$ cat src/rtl/pulse_sched.sv
// pulse_sched
// Round-robin burst scheduler. Requesters raise a level request; one at a
// time is granted a burst during which the shared pulse_out holds that
// requester's polarity for max(len,1) cycles. A single GAP cycle with a done
// pulse follows every burst before the next arbitration.
//
// Ports
//   clk       : rising-edge clock for all state
//   rst       : synchronous active-high reset
//   req       : per-requester burst request (level, NREQ bits)
//   mode      : per-requester burst polarity (1 = high burst, 0 = low burst)
//   len       : burst length of the requester being granted (0 counts as 1)
//   gnt       : registered one-hot grant, zero outside a burst
//   pulse_out : shared burst output, straight from a flop
//   busy      : high while a burst or its trailing gap cycle is in progress
//   done      : one-cycle pulse on the cycle following the last burst cycle
module pulse_sched #(
  parameter int NREQ  = 4,
  parameter int LEN_W = 4
) (
  input  logic             clk,
  input  logic             rst,
  input  logic [NREQ-1:0]  req,
  input  logic [NREQ-1:0]  mode,
  input  logic [LEN_W-1:0] len,
  output logic [NREQ-1:0]  gnt,
  output logic             pulse_out,
  output logic             busy,
  output logic             done
);

  localparam int PTR_W = (NREQ > 1) ? $clog2(NREQ) : 1;

  typedef enum logic [1:0] {
    IDLE = 2'd0,
    RUN  = 2'd1,
    GAP  = 2'd2
  } state_e;

  state_e             state_q, state_d;
  logic [NREQ-1:0]    gnt_q, gnt_d;
  logic               pulse_q, pulse_d;
  logic               done_q, done_d;
  logic [LEN_W-1:0]   cnt_q, cnt_d;
  logic [PTR_W-1:0]   rrPtr_q, rrPtr_d;
  logic [PTR_W-1:0]   win_q, win_d;

  logic               found;
  logic [PTR_W-1:0]   winner;
  logic [PTR_W-1:0]   idxP;
  int                 idx;

  // Round-robin search: walk upward from rrPtr_q with wrap-around and keep
  // the first active requester. Index arithmetic is done in int so that
  // non-power-of-two NREQ wraps correctly.
  always_comb begin
    found  = 1'b0;
    winner = '0;
    idx    = 0;
    idxP   = '0;
    for (int i = 0; i < NREQ; i++) begin
      idx = int'(rrPtr_q) + i;
      if (idx >= NREQ) begin
        idx = idx - NREQ;
      end
      idxP = PTR_W'(idx);
      if (!found && req[idxP]) begin
        found  = 1'b1;
        winner = idxP;
      end
    end
  end

  // Next-state logic. All outputs are registered, so every output has a
  // _d value computed here; inputs only matter on the granting edge, which
  // keeps pulse_out and gnt frozen for the whole burst.
  always_comb begin
    state_d = state_q;
    gnt_d   = gnt_q;
    pulse_d = pulse_q;
    done_d  = 1'b0;
    cnt_d   = cnt_q;
    rrPtr_d = rrPtr_q;
    win_d   = win_q;

    case (state_q)
      IDLE: begin
        gnt_d   = '0;
        pulse_d = 1'b0;
        if (found) begin
          state_d = RUN;
          gnt_d   = {{(NREQ-1){1'b0}}, 1'b1} << winner;
          pulse_d = mode[winner];
          cnt_d   = (len == '0) ? LEN_W'(1) : len;
          win_d   = winner;
        end
      end

      RUN: begin
        // cnt_q holds the cycles remaining including the current one; the
        // zero case cannot occur in normal operation but ends the burst too.
        if (cnt_q <= LEN_W'(1)) begin
          state_d = GAP;
          gnt_d   = '0;
          pulse_d = 1'b0;
          done_d  = 1'b1;
          cnt_d   = '0;
          rrPtr_d = (win_q == PTR_W'(NREQ - 1)) ? '0 : win_q + PTR_W'(1);
        end else begin
          cnt_d = cnt_q - LEN_W'(1);
        end
      end

      GAP: begin
        state_d = IDLE;
        gnt_d   = '0;
        pulse_d = 1'b0;
      end

      default: begin
        state_d = IDLE;
        gnt_d   = '0;
        pulse_d = 1'b0;
        cnt_d   = '0;
      end
    endcase
  end

  // State register. Reset wins over everything, including a burst in flight,
  // and never produces a done pulse.
  always_ff @(posedge clk) begin
    if (rst) begin
      state_q <= IDLE;
      gnt_q   <= '0;
      pulse_q <= 1'b0;
      done_q  <= 1'b0;
      cnt_q   <= '0;
      rrPtr_q <= '0;
      win_q   <= '0;
    end else begin
      state_q <= state_d;
      gnt_q   <= gnt_d;
      pulse_q <= pulse_d;
      done_q  <= done_d;
      cnt_q   <= cnt_d;
      rrPtr_q <= rrPtr_d;
      win_q   <= win_d;
    end
  end

  assign gnt       = gnt_q;
  assign pulse_out = pulse_q;
  assign done      = done_q;
  assign busy      = (state_q == RUN) || (state_q == GAP);

endmodule
$ cat config.mk
export PLATFORM = sky130hd
export DESIGN_NAME = pulse_sched
export DESIGN_NICKNAME = d
export VERILOG_FILES = /design/src/rtl/pulse_sched.sv
export SDC_FILE = /design/constraint.sdc
export NUM_CORES = 1
export LEC_CHECK = 0
export CELL_PAD_IN_SITES_DETAIL_PLACEMENT = 1
export CELL_PAD_IN_SITES_GLOBAL_PLACEMENT = 1
export CORE_MARGIN = 2
export CORE_UTILIZATION = 38
export DETAILED_ROUTE_END_ITERATION = 10
export PLACE_DENSITY_LB_ADDON = 0.2
export SETUP_SLACK_MARGIN = 0.2
export SYNTH_ARGS = -nofsm -noshare
export SYNTH_HDL_FRONTEND = slang
export SYNTH_SLANG_ARGS = --single-unit
$ cat constraint.sdc
create_clock -name clk -period 3.1 [get_ports clk]
set_clock_uncertainty 0.1 [all_clocks]
set_input_delay 0.93 -clock clk [delete_from_list [all_inputs] [get_ports clk]]
set_output_delay 0.93 -clock clk [all_outputs]
set_load 0.01 [all_outputs]
-- After elaboration in Yosys (flattened, before gate mapping)
Cells that the tools add are included.
- input port bits: 14
- output and inout bits: 7
- flip-flop bits (word level): 16
- logic and storage cells: 85
- reductions and logical operators: 14
- $lt $le $gt $ge: 10
- multiplexer cells: 37
- equal/unequal tests: 5
- shift operators: 1
- add/sub/neg operators: 9
- bitwise operators: 2
- operators by type and width (cell ; number):
    $mux 2 ; 11
    $mux 4 ; 5
    $lt 2x3->1 const B ; 5
    $mux 1 ; 12
    $pmux 4 s3 ; 1
    $bmux 1 s2 ; 5
    $ge 3x3->1 const B ; 3
    $pmux 4 s2 ; 1
    $reduce_and 2->1 ; 4
    $sub 2x1->2 const B ; 4
    $add 2x2->3 const B ; 2
    $eq 2x2->1 const B ; 2
    $le 4x1->1 const B ; 1
    $logic_not 4->1 ; 1
    $ne 2x2->1 const B ; 2
    $pmux 2 s2 ; 1
    $shl 1x2->4 const A ; 1
    $sub 4x1->4 const B ; 1
    $add 2x1->3 const B ; 1
    $ge 2x3->1 const B ; 1
    $logic_and 1x1->1 ; 3
    $logic_not 1->1 ; 3
    $add 2x1->2 const B ; 1
    $eq 2x1->1 const B ; 1
    other kinds (5) ; 6

-- Depth between registers and ports, before layout
Gate-level depths: netlist of the first run.
- depth in word-level cells: 18
- mapped depth: 8
- depth with buffers taken out: 7

-- Worst setup path before layout of the first run
No wires, ideal clock.
- kind: in2reg
- from: input req[1]
- to: register gnt_q[2] (netlist: gnt[2])
- arrival time: 1.969 ns
- library setup time: 0.128 ns
- setup slack: 0.903 ns
- path buffers: 0
- cell stages on the path: 5
- required time: 2.872 ns
- cells stage by stage: or4_4 nand2_2 and4b_1 a22oi_1 nor2_1
- cells in the longest elaborated chain, start to end: 15
- elaborated cells on any way between the ends: 25
- those cells by class: 1 x shift; 18 x mux; 6 x reduce/logical
- ends and longest elaborated chain (element ; line ; RTL):
    start, declared ; 23 ; input logic [NREQ-1:0] req,
    $bmux 1 s2 ; 67 ; if (!found && req[idxP]) begin
    $mux 1 (not written as such) ; 67 ;
    $mux 1 ; 67 ;
    $logic_not 1->1 ; 67 ;
    $logic_and 1x1->1 ; 67 ;
    $mux 1 ; 67 ;
    $logic_not 1->1 ; 67 ;
    $logic_and 1x1->1 ; 67 ;
    $mux 1 ; 67 ;
    $logic_not 1->1 ; 67 ;
    $logic_and 1x1->1 ; 67 ;
    $mux 2 ; 67 ;
    $shl 1x2->4 ; 92 ; gnt_d = {{(NREQ-1){1'b0}}, 1'b1} << winner;
    $mux 4 * ; 90 ; if (found) begin
    $pmux 4 s2 * ; 86 ; case (state_q)
    end signal, assigned ; 142 ; gnt_q <= gnt_d;
    end, declared ; 41 ; logic [NREQ-1:0] gnt_q, gnt_d;
Every way passes the cells marked *; elsewhere a longest branch is shown, timed or not. The select of a mux whose other input is x is not followed.
A chain may end at the register's enable or synchronous reset.

-- Worst setup path after layout of the first run
- from: input req[3]
- to: register cnt_q[3]
- cells in the longest elaborated chain, start to end: 14
- elaborated cells on any way between the ends: 20
- those cells by class: 1 x eq/ne; 12 x mux; 7 x reduce/logical
- ends and longest elaborated chain (element ; line ; RTL):
    $bmux 1 s2 ; 67 ;
    $mux 1 (not written as such) ; 67 ;
    $mux 1 ; 67 ;
    $logic_not 1->1 ; 67 ;
    $logic_and 1x1->1 ; 67 ;
    $mux 1 ; 67 ;
    $logic_not 1->1 ; 67 ;
    $logic_and 1x1->1 ; 67 ;
    $mux 1 ; 67 ;
    $logic_not 1->1 ; 67 ;
    $logic_and 1x1->1 ; 67 ;
    $mux 1 * ; 67 ;
    $ne 2x2->1 (no line) * ; n/a ;
    $reduce_and 2->1 (no line) * ; n/a ;
    end signal, assigned ; 145 ; cnt_q <= cnt_d;
    end, declared ; 44 ; logic [LEN_W-1:0] cnt_q, cnt_d;
Marked as above.

==> results.toml, run 1 <==
[worst_hold_path]
hp-class = "register to register"
whs_endpoint = "win_q[1]"
hp-start = "win_q[1]"
holdPathStages = 2

[placed_design]
hpwlAfterDp_um = 1832
pre_cts_ws_ps = 205.1
place_congestion = 0.7503
place_inst = 157
place_area_um2 = 1140
io_buffers = 20

[finish]
area_growth_pct = 29.12
final_area_um2 = 1176
layout-drive-gt1-share_pct = 7.519
num-fill-cells = 274
num_antenna_cells = 0
nNetsFinal = 154
fin_cells = 161

[detailed_routing]
drc = 0
finalWirelength_um = 2326
wire_per_inst_um = 14.45
first_iter_violations = 2
firstDrtPassIters = 4
vias = 881
ant_nets = 0
via_per_inst = 5.472

[synthesis]
syn_nets = 132
synth.top_cell.area_share_pct = 35.16
async_reset_ff_share_pct = 0
synth.most_common_cell = "nor2_1"
syn_avg_cell_area_um2 = 8.133
synth-edff-count = 0
synth_warnings = 0
synth_cells = 112
yosysUniqueCellTypes = 35
synth_common_cells = "17 x nor2_1, 16 x dfxtp_1, 7 x inv_1, 7 x nand2_1, 7 x o21ai_0"
synth-main-ff-cell = "dfxtp_1"
mappedNetlistArea_um2 = 910.9
synth_top_area_cell = "dfxtp_1"
ys_ff_latch = 16
synth_area_leaders = "dfxtp_1 35%, ha_1 8.2%, nor2_1 7.0%, a22oi_1 4.9%, o21ai_0 3.8%"
synth_seq_area_share_pct = 35.16

[floorplan]
dieHeight_um = 52.96
core_um2 = 2233
rows = 17
start_util_pct = 40.78
io_pins = 21
die_w_um = 52.96
dieArea_um2 = 2805

[critical_path]
required_ps = 3150
crit_path_start_kind = "input pin"
cp.arrival_ps = 2670
rr_startpoint = "cnt_q[0]"
path_max_fanout = 8
worst_setup_path_end_kind = "register"
regToRegSetupSlack_ps = 990
ff2ff_path_depth = 7
crit_start = "req[3]"
reg2reg_to = "pulse_out"
crit_type = "input pin to register"

[timing]
tightest_slew_ps = 801.7
fin_tns_setup_ps = 0
relSlewSlack_pct = 46.10
hold_viol = 0
rsz0062_at_grt = "no"
finalSetupViolCount = 0
max_freq_mhz = 382.5
post-route-period-util_pct = 84.34
period_needed_ps = 2615
setup_slack_ps = 485.5
whs_ps = 391.1
drv_slew = 0

[grt]
grt_first_pass_wirelength_um = 4126
grt_pass1_vias = 900
grtUsageTotal_pct = 20.20
grt_max_degree = 17
overflow = 0
antenna_found_initial = 0

[power]
ir_drop_uv = 581.3
p_leak_uw = 0.0004520
power_density_nw_per_um2 = 841.9
p_seq_share_pct = 33.9
switchingPower_uw = 407.8
switching_share_pct = 41.18
combPwrFrac_pct = 52.6
intPower_uw = 582.4
clkPwrFrac_pct = 13.5

[clocking]
clk_latency_ps = 270
hold_buffers = 0
cts-root-buf = "clkbuf_4"
cts_buffers = 3
ctsResizeCount = 0
h-tree-depth = 1
cts.sinks = 16
clk_pin_slew_ps = 90
clockBufferDepth = 2
cts_tree = "done"
cts_setup_buffers = 0

[flow_run]
cap_violations = 0

[run_status]
outcome = "finished clean"
-- worst max path at each step --
| stage | endpoint | slack, ps | depth (start not counted) |
|---|---|---|---|
| after detailed placement | cnt_q[3] | 210 | 7 |
| final | cnt_q[3] | 490 | 7 |
| after floorplan | gnt[2] | 900 | 5 |
| after global placement | cnt_q[2] | 300 | 7 |
| after global routing | cnt_q[3] | 260 | 7 |
| after CTS | cnt_q[3] | 500 | 7 |
-- through the flow --
stage / utilization [%] / total power [uW]
final: 52.66 / 990.2
after global routing: 52.66 / 1090
after CTS: 52.66 / 1002
after global placement: 51.04 / 840.4
after floorplan: - / 689.9
after detailed placement: 51.04 / 864.8
-- power by group through the flow --
| stage | Clock (uW) | Combinational [uW] | Sequential [uW] |
|---|---|---|---|
| floorplan | 0 | 359 | 331 |
| global placement | 0 | 506 | 335 |
| detailed placement | 0 | 525 | 340 |
| CTS | 138 | 528 | 336 |
| global route | 150 | 594 | 347 |
| finish | 134 | 521 | 336 |
-- metal layers --
layer / global-route usage [%] / wire length, um
met1: 26.64 / 1137
met2: 35.21 / 1139
met3: 3.390 / 38
met4: 2.564 / 12
met5: 0 / 0
-- layout make-up --
type                       instances  area (um^2)  area share [%]
sequential                        16        320.3           27.23
clock buffer                       4        36.28           3.085
tap                               28        35.03           2.979
timing repair buffer              22        215.2           18.30
multi-input combinational         84        543.0           46.17
inverter                           7        26.28           2.234
-- critical path: stages --
cell and delay [ps]:
clkdlybuf4s50_1 560, nor4_1 70, buf_4 140, a21oi_1 500, o21ai_0 200, a22oi_1 200, nor2_1 60
-- placed cells by master (no fill, tap or decap), types with 2 or more instances in the layout --
| cell | count |
|---|---|
| clkbuf_4 | 3 |
| nand2_1 | 7 |
| a21oi_1 | 5 |
| nor4_1 | 2 |
| o211ai_1 | 3 |
| nor3b_1 | 2 |
| ha_1 | 6 |
| nor2b_1 | 4 |
| clkdlybuf4s50_1 | 20 |
| a32o_1 | 2 |
| dfxtp_1 | 16 |
| nor3_1 | 3 |
| o21ai_0 | 7 |
| inv_1 | 7 |
| mux2i_1 | 2 |
| a22oi_1 | 6 |
| nor2_1 | 17 |
| buf_4 | 2 |
| o21a_1 | 2 |
-- state kept, by name, summed over array words and instances, names as in the netlist --
register and count:
cnt_q 4, gnt 4, rrPtr_q 2, state_q 2
win_q 2, done 1, pulse_out 1
-- logic make-up (layout without fill, tap and decap cells) --
kind of cell             Yosys count  in the layout  synth area share (%)
AND/OR/NAND/NOR                   42             42                 23.49
AO/OA/AOI/OAI                     34             34                 25.69
flip-flops                        16             16                 35.17
buffers and inverters             12             33                 5.220
adder cells (fa/ha/maj)            6              6                 8.242
multiplexers                       2              2                 2.198
Power figures use the tool's default switching activity.
==> run 2: changes to the inputs <==
--- a/config.mk
+++ b/config.mk
@@ -8,7 +8,7 @@
 export CELL_PAD_IN_SITES_DETAIL_PLACEMENT = 1
 export CELL_PAD_IN_SITES_GLOBAL_PLACEMENT = 1
 export CORE_MARGIN = 2
-export CORE_UTILIZATION = 38
+export CORE_UTILIZATION = 32
 export DETAILED_ROUTE_END_ITERATION = 10
 export PLACE_DENSITY_LB_ADDON = 0.2
 export SETUP_SLACK_MARGIN = 0.2
==> constraint.sdc (replaced) <==
create_clock -name clk -period 2.4 [get_ports clk]
set_clock_uncertainty 0.1 [all_clocks]
set_input_delay 0.72 -clock clk [delete_from_list [all_inputs] [get_ports clk]]
set_output_delay 0.72 -clock clk [all_outputs]
set_load 0.01 [all_outputs]
==> results.toml, run 2 (same netlist as run 1, synthesis figures left out) <==
[detailed_routing]
ant_nets = 0
finalWirelength_um = 2608
wire_per_inst_um = 14.73
vias = 947
via_per_inst = 5.350
drc = 0
firstDrtPassIters = 4
first_iter_violations = 19

[finish]
layout_common_cells = "16 x nor2_1, 15 x dfxtp_1, 15 x clkdlybuf4s50_1, 15 x buf_4"
layout_commonest_cell = "nor2_1"
layout-drive-gt1-share_pct = 22.60
num-fill-cells = 337
area_growth_pct = 45.60
regArea_um2 = 321.6
num_antenna_cells = 0
nNetsFinal = 167
multi_input_area_um2 = 589.3

[floorplan]
dieHeight_um = 57.35
start_util_pct = 33.32
rows = 19
dieArea_um2 = 3289
die_w_um = 57.35
core_um2 = 2734
io_pins = 21

[worst_hold_path]
holdPathStages = 2
hp-class = "register to register"
hp-start = "pulse_out"
whs_endpoint = "pulse_out"

[power]
switchingPower_uw = 565.3
power_density_nw_per_um2 = 1042
p_leak_uw = 0.0005456
p_seq_share_pct = 31.8
combPwrFrac_pct = 55.8
clkPwrFrac_pct = 12.4
intPower_uw = 817.2
ir_drop_uv = 511.3
switching_share_pct = 40.89

[timing]
drv_slew = 0
hold_viol = 0
finalSetupViolCount = 0
period_needed_ps = 2094
setup_slack_ps = 306.5
post-route-period-util_pct = 87.23
tightest_slew_ps = 407.1
max_freq_mhz = 477.7
whs_ps = 399.6
relSlewSlack_pct = 72.86
rsz0062_at_grt = "no"

[critical_path]
required_ps = 1580
crit_type = "register to output pin"
crit_path_start_kind = "register"
worst_setup_path_end_kind = "output pin"
rr_startpoint = "state_q[1]"
regToRegSetupSlack_ps = 370
path_max_fanout = 3
reg2reg_to = "rrPtr_q[0]"
cp.arrival_ps = 1270
ff2ff_path_depth = 6

[clocking]
clk_pin_slew_ps = 90
hold_buffers = 0
h-tree-depth = 1
clk_latency_ps = 280
clockBufferDepth = 2
cts-root-buf = "clkbuf_4"
cts.sinks = 16
cts_buffers = 3
cts_tree = "done"

[grt]
overflow = 0
grtUsageTotal_pct = 17.70
grt_max_degree = 11
grt_pass1_vias = 1027
antenna_found_initial = 0
grt_first_pass_wirelength_um = 4616

[placed_design]
hpwlAfterDp_um = 2036
pre_cts_ws_ps = -189.8
place_congestion = 0.8417
io_buffers = 20

[run_status]
outcome = "finished clean"

[flow_run]
cap_violations = 0
run 2: cell count changes in the layout (fill, tap and decap cells not counted), sizes merged:
cell / before / now
clkdlybuf4s50: 20 / 15
dlygate4sd2: 0 / 3
dlymetal6s2s: 0 / 2
buf: 2 / 15
run 2: how the worst max path moves through the flow:
stage               slack (ps)         to  depth (start not counted)  startpoint
floorplan                  410     gnt[2]                          5      req[1]
global placement          -140   cnt_q[2]                          7      req[0]
detailed placement        -190   cnt_q[2]                          7      req[0]
CTS                        210  pulse_out                          8      req[2]
global route               220       busy                          3  state_q[0]
finish                     310       busy                          3  state_q[0]
run 2: final cells by class:
type	instances	area share (%)
inverter	7	1.981
timing repair buffer	35	23.68
clock buffer	4	2.736
multi-input combinational	84	44.43
sequential	16	24.25
tap	31	2.925
run 2: timing repair:
action / CTS / global route
endpoints found under the setup margin: 8 / 2
pin swaps: 0 / 2
resized for setup: 6 / 11
buffers inserted: 0 / 0
run 2: routing by layer:
layer / wire (um) / track usage, %
met4: 34 / 5.648
met2: 1304 / 30.68
met5: 0 / 0
met1: 1160 / 21.30
met3: 109 / 4.535
run 2: stage by stage:
step	util [%]	instances	total power, uW	setup TNS [ps]	cell area [um^2]
floorplan	-	112	891.1	0	910.9
global placement	45.40	173	1161	-689.3	1241
detailed placement	45.40	173	1199	-1067	1241
CTS	47.00	177	1383	0	1285
global route	48.51	177	1516	0	1326
finish	48.51	177	1382	0	1326
run 2: critical path: stages, from the launching register on:
cell and delay, ps:
dfxtp_2 360, inv_1 60, ha_1 290, dlygate4sd2_1 280
run 2: power by group through the flow:
stage                     clock, uW  sequential [uW]  combinational, uW
after floorplan                   0              428                463
after global routing            197              451                867
after detailed placement          0              440                759
after CTS                       182              437                765
final                           172              439                771
after global placement            0              435                726
==> run 3: changes to the inputs <==
--- a/config.mk
+++ b/config.mk
@@ -9,6 +9,7 @@
 export CELL_PAD_IN_SITES_GLOBAL_PLACEMENT = 1
 export CORE_MARGIN = 2
 export CORE_UTILIZATION = 32
+export CTS_CLUSTER_DIAMETER = 50
 export DETAILED_ROUTE_END_ITERATION = 10
 export PLACE_DENSITY_LB_ADDON = 0.2
 export SETUP_SLACK_MARGIN = 0.2
==> results of run 3 <==
No change in the layout: final DEF, timing and power equal those of run 2.
